**src/rtl/seg_frame_reader.sv**
```systemverilog
`default_nettype none
`timescale 1ns/1ps
// ============================================================================
// Module   : seg_frame_reader
// Function : Rebuilds BCD digits from a multiplexed active-low 7-seg bus and
//            emits one frame per full scan over a valid/ready handshake.
// Revision : 1.0
// ============================================================================
module seg_frame_reader #(
    parameter int DIGITS        = 2,
    parameter int STABLE_CYCLES = 4
) (
    input  logic                  clk,
    input  logic                  rst_n,
    input  logic [6:0]            seg_in,
    input  logic [DIGITS-1:0]     dig_sel,
    output logic [4*DIGITS-1:0]   bcd_out,
    output logic [DIGITS-1:0]     blank_out,
    output logic [DIGITS-1:0]     err_out,
    output logic                  out_valid,
    input  logic                  out_ready,
    output logic                  ovr
);

    localparam int              c_CW       = (STABLE_CYCLES > 1) ? $clog2(STABLE_CYCLES) : 1;
    localparam logic [c_CW-1:0] c_CNT_LAST = c_CW'(STABLE_CYCLES - 1);
    localparam logic [0:0]      c_COUNT    = 1'b0;
    localparam logic [0:0]      c_HELD     = 1'b1;

    // Returns {blank, err, bcd}; segment order {a..g}, 0 = lit
    function automatic logic [5:0] f_decode(input logic [6:0] seg);
        logic [5:0] v;
        case (seg)
            7'b0000001: v = 6'b00_0000;
            7'b1001111: v = 6'b00_0001;
            7'b0010010: v = 6'b00_0010;
            7'b0000110: v = 6'b00_0011;
            7'b1001100: v = 6'b00_0100;
            7'b0100100: v = 6'b00_0101;
            7'b0100000: v = 6'b00_0110;
            7'b0001111: v = 6'b00_0111;
            7'b0000000: v = 6'b00_1000;
            7'b0000100: v = 6'b00_1001;
            7'b1111111: v = 6'b10_1111;
            default:    v = 6'b01_1110;
        endcase
        return v;
    endfunction

    logic [DIGITS+6:0]    r_sample;
    logic [c_CW-1:0]      r_cnt;
    logic [0:0]           r_state;
    logic [4*DIGITS-1:0]  r_wbcd;
    logic [DIGITS-1:0]    r_wblank;
    logic [DIGITS-1:0]    r_werr;
    logic [DIGITS-1:0]    r_seen;

    logic                 w_eq;
    logic                 w_onehot;
    logic                 w_cap;
    logic [5:0]           w_dec;
    logic [4*DIGITS-1:0]  w_nbcd;
    logic [DIGITS-1:0]    w_nblank;
    logic [DIGITS-1:0]    w_nerr;
    logic [DIGITS-1:0]    w_seen_nxt;
    logic                 w_done;
    logic                 w_xfer;

    assign w_eq       = ({dig_sel, seg_in} == r_sample);
    assign w_onehot   = $onehot(dig_sel);
    assign w_cap      = w_eq && (r_state == c_COUNT) && w_onehot && (r_cnt == c_CNT_LAST);
    assign w_dec      = f_decode(seg_in);
    assign w_seen_nxt = r_seen | (w_cap ? dig_sel : '0);
    assign w_done     = w_cap && (&w_seen_nxt);
    assign w_xfer     = out_valid && out_ready;

    // Working slots including the capture happening this cycle, so a
    // completing frame can be published on the same edge.
    generate
        for (genvar i = 0; i < DIGITS; i++) begin : g_slot
            assign w_nbcd[4*i +: 4] = (w_cap && dig_sel[i]) ? w_dec[3:0] : r_wbcd[4*i +: 4];
            assign w_nblank[i]      = (w_cap && dig_sel[i]) ? w_dec[5]   : r_wblank[i];
            assign w_nerr[i]        = (w_cap && dig_sel[i]) ? w_dec[4]   : r_werr[i];
        end
    endgenerate

    always_ff @(posedge clk or negedge rst_n) begin
        if (!rst_n) begin
            r_sample <= {{DIGITS{1'b0}}, 7'h7F};
            r_cnt    <= '0;
            r_state  <= c_COUNT;
        end else begin
            r_sample <= {dig_sel, seg_in};
            if (!w_eq) begin
                r_cnt   <= '0;
                r_state <= c_COUNT;
            end else if (r_state == c_COUNT) begin
                if (!w_onehot) begin
                    r_cnt <= '0;
                end else if (r_cnt == c_CNT_LAST) begin
                    r_cnt   <= '0;
                    r_state <= c_HELD;
                end else begin
                    r_cnt <= r_cnt + c_CW'(1);
                end
            end
        end
    end

    always_ff @(posedge clk or negedge rst_n) begin
        if (!rst_n) begin
            r_wbcd    <= '0;
            r_wblank  <= '0;
            r_werr    <= '0;
            r_seen    <= '0;
            bcd_out   <= '0;
            blank_out <= '0;
            err_out   <= '0;
            out_valid <= 1'b0;
            ovr       <= 1'b0;
        end else begin
            r_wbcd   <= w_nbcd;
            r_wblank <= w_nblank;
            r_werr   <= w_nerr;
            r_seen   <= w_done ? '0 : w_seen_nxt;
            if (w_done) begin
                if (!out_valid || out_ready) begin
                    bcd_out   <= w_nbcd;
                    blank_out <= w_nblank;
                    err_out   <= w_nerr;
                    out_valid <= 1'b1;
                    if (w_xfer) ovr <= 1'b0;
                end else begin
                    ovr <= 1'b1;
                end
            end else if (w_xfer) begin
                out_valid <= 1'b0;
                ovr       <= 1'b0;
            end
        end
    end

endmodule
`default_nettype wire

```
**config.mk**
```make
export PLATFORM = sky130hd
export DESIGN_NAME = seg_frame_reader
export DESIGN_NICKNAME = d
export VERILOG_FILES = /design/src/rtl/seg_frame_reader.sv
export SDC_FILE = /design/constraint.sdc
export NUM_CORES = 1
export LEC_CHECK = 0
export ABC_AREA = 1
export ABC_CLOCK_PERIOD_IN_PS = 2200
export CORE_ASPECT_RATIO = 1.25
export CORE_MARGIN = 8
export CORE_UTILIZATION = 50
export CTS_CLUSTER_DIAMETER = 80
export CTS_CLUSTER_SIZE = 12
export DETAILED_ROUTE_END_ITERATION = 10
export PLACE_DENSITY = 0.78
export SLEW_MARGIN = 5
export SYNTH_ARGS = -nofsm -noshare
export SYNTH_HDL_FRONTEND = slang
export SYNTH_SLANG_ARGS = --single-unit
```
**constraint.sdc**
```tcl
create_clock -name clk -period 2.2 [get_ports clk]
set_input_delay 0.33 -clock clk [delete_from_list [all_inputs] [get_ports clk]]
set_output_delay 0.33 -clock clk [all_outputs]
set_load 0.03 [all_outputs]
```
==> out/qor.csv <==
metric,value,unit
crit end category,register,
Finished Cell Area,0.002545,mm^2
Final setup viols,0,
prevailing post-synth register cell,dfrtp_1,
max-cap violation count,0,
first-pass GRT wire length,6851,um
Netlist cell types,28,
CTS sink cnt,40,
drc violations,0,
minimum clock period,1.937,ns
Post-Route WL,3911,um
Syn-to-layout area delta,26.49,%
GRT Residual Overflow,0,
reg2reg end,bcd_out[1]$_DFFE_PN0P_,
sequential share of the synthesized area,0.5019,
antenna violations before repair,0,
DRT iter0 DRCs,43,
via count,1660,
IO buf count,25,
clock buffer count from CTS,5,
pin count of the biggest net entering global routing,41,
Initial Util,0.5069,
TritonCTS clock tree,yes,
Max-slew headroom,0.4451,
Max Root-Sink Buffers,2,
R2R Path Start,r_sample[3]$_DFF_PN1_,
Worst Hold Class,input pin to async pin,
pre-CTS setup slack,-0.06631,ns
synth warn,0,
mean post-synth cell area,7.592,um^2
outcome,finished clean,
Setup WS post-layout,0.2626,ns
Die Height,86.92,um
CTS H-Tree Depth,2,
CORE AREA,0.003969,mm^2
placed instance area,0.002426,mm^2
Synth Instances,265,
"EDFF count, synth",0,
total die area,0.006322,mm^2
Worst IR Drop VDD,0.0004970,V
RSZ-0062 raised after global routing,no,
Max Transition Viols Final,0,
fin crit share,0.8806,
Rows,26,
ANT nets after route,0,
Pwr Density,582.1,mW/mm^2
Worst Max-Slew Pin Slew,0.8323,ns
hpwl dp,2952,um
Final #Nets,321,
Via-to-Cell Ratio,4.548,
vias in the first global route,1650,
Final Skew,0.01177,ns
clk slew on worst S/H paths,0.09,ns
R2R setup slack,0.30,ns
I/O pin count,26,
DRT Pass-1 Iters,4,
"Clk Latency, worst-skew pair",0.30,ns
final RePlAce weighted congestion,0.9347,
#FFs+latches synth,40,
Setup CP Type,input pin to register,
Required @ worst endpoint,2.43,ns
WL/cell,10.72,um
Leak Pwr,1.342,nW
Mapped Area,0.002012,mm^2
Synthesized Nets,278,
layout cells sized above 1,0.1683,
worst-path fanout max,8,
FMAX,516.2,MHz
Fin. Hold Viols,0,
Tot Pwr,1.482,mW
"FFs w/ async S/R, synth",1.000,
Die X,72.74,um
Root Driver,clkbuf_8,
setup TNS,0,ns
crit start category,input pin,
R2R depth,12,
# diodes,0,
Worst EP arrival,2.17,ns
Tot GR Track Use,0.1375,
-- layout make-up --
type                            instances  area (um^2)
Clock buffer                            5        68.82
Clock inverter                          3        47.55
Fill cell                             362         1424
Inverter                               41        153.9
Multi-Input combinational cell        179        814.5
Sequential cell                        40         1010
Tap cell                               56        70.07
Timing Repair Buffer                   41        380.4
-- state kept, by name, indices dropped and copies added, names as in the netlist --
signal / flops
r_state: 1
ovr: 1
blank_out: 2
r_wbcd: 8
r_sample: 9
err_out: 2
r_seen: 2
r_wblank: 2
r_werr: 2
r_cnt: 2
bcd_out: 8
out_valid: 1
-- worst max path at each step --
| stage | cells after the start | endpoint | start | slack [ns] |
|---|---|---|---|---|
| 2_1_floorplan | 12 | bcd_out[1]$_DFFE_PN0P_ | r_sample[3]$_DFF_PN1_ | 0.50 |
| 3_3_place_gp | 12 | bcd_out[1]$_DFFE_PN0P_ | seg_in[5] | 0.02 |
| 3_5_place_dp | 13 | bcd_out[3]$_DFFE_PN0P_ | dig_sel[1] | -0.07 |
| 4_1_cts | 13 | bcd_out[2]$_DFFE_PN0P_ | dig_sel[1] | 0.24 |
| 5_1_grt | 13 | bcd_out[5]$_DFFE_PN0P_ | seg_in[3] | 0.02 |
| 6_report | 13 | bcd_out[1]$_DFFE_PN0P_ | seg_in[3] | 0.26 |
-- layout by cell type (no fill, tap or decap), drive strengths merged --
master	n
dlymetal6s2s	1
dfstp	7
buf	17
and2	1
clkinv	3
nor3	3
o21ai	9
nand3	14
inv	40
or2	1
clkdlybuf4s50	23
ha	1
xor2	3
a21oi	5
nand4	1
dfrtp	33
clkbuf	5
xnor2	3
nor2	34
nand2	104
bufinv	1
-- where the power goes --
part | internal (mW) | switching [mW] | total (mW)
clock | 0.341 | 0.266 | 0.607
sequential | 0.748 | 0.00497 | 0.753
combinational | 0.0520 | 0.0685 | 0.121
total | 1.14 | 0.340 | 1.48
-- kinds of logic after synthesis --
logic type / Yosys count / synth area share
simple gates: 158 / 0.3284
buf+inv: 46 / 0.09328
flops: 40 / 0.5019
compound gates: 14 / 0.04042
xor+xnor: 6 / 0.02986
fa+ha+maj: 1 / 0.006218
-- metal layers --
layer / vias to the layer above / part of all wire / wire length [um] / global-route usage
met5: - / 0 / 0 / 0
met4: 0 / 0.028 / 109 / 0.08212
met3: 10 / 0.035 / 137 / 0.04032
met2: 26 / 0.50 / 1961 / 0.2406
met1: 750 / 0.44 / 1702 / 0.1397
li1: 874 / - / - / -
-- worst max-delay path: stages --
cell             delay, ns
clkdlybuf4s50_1       0.52
inv_2                 0.05
nand2_1               0.05
nand2_1               0.04
nor2_1                0.14
clkinv_1              0.08
nor2_1                0.19
nand3_1               0.12
a21oi_2               0.16
nand2_1               0.13
nor2_4                0.23
nand2_1               0.08
nand2_1               0.06
-- synthesized netlist by cell type, types with 2 or more instances --
| library cell | n | area share |
|---|---|---|
| a21oi_1 | 4 | 0.010 |
| buf_2 | 3 | 0.0075 |
| dfrtp_1 | 33 | 0.41 |
| dfstp_2 | 7 | 0.091 |
| inv_1 | 33 | 0.062 |
| inv_2 | 7 | 0.013 |
| nand2_1 | 102 | 0.19 |
| nand2_2 | 2 | 0.0062 |
| nand3_1 | 13 | 0.032 |
| nor2_1 | 31 | 0.058 |
| nor2_4 | 2 | 0.011 |
| nor3_1 | 2 | 0.0050 |
| o21ai_1 | 7 | 0.017 |
| o21ai_2 | 2 | 0.0087 |
| xnor2_1 | 3 | 0.013 |
| xor2_1 | 2 | 0.0087 |
-- what timing repair did --
item / 4_1_cts / 5_1_grt
hold buffers: 0 / 0
setup buffers: 0 / 0
setup endpoints to repair: 0 / 1
gates resized for setup: 0 / 1
hold endpoints to repair: 0 / 0
-- metrics by stage --
stage	std cells	utilization	hold slack, ns
after floorplan	265	-	0.03441
after global placement	357	0.6113	0.4608
after detailed placement	357	0.6113	0.4654
after CTS	365	0.6406	0.1573
after global routing	365	0.6412	0.2004
final	365	0.6412	0.1314
(Power assumes the default switching activity.)
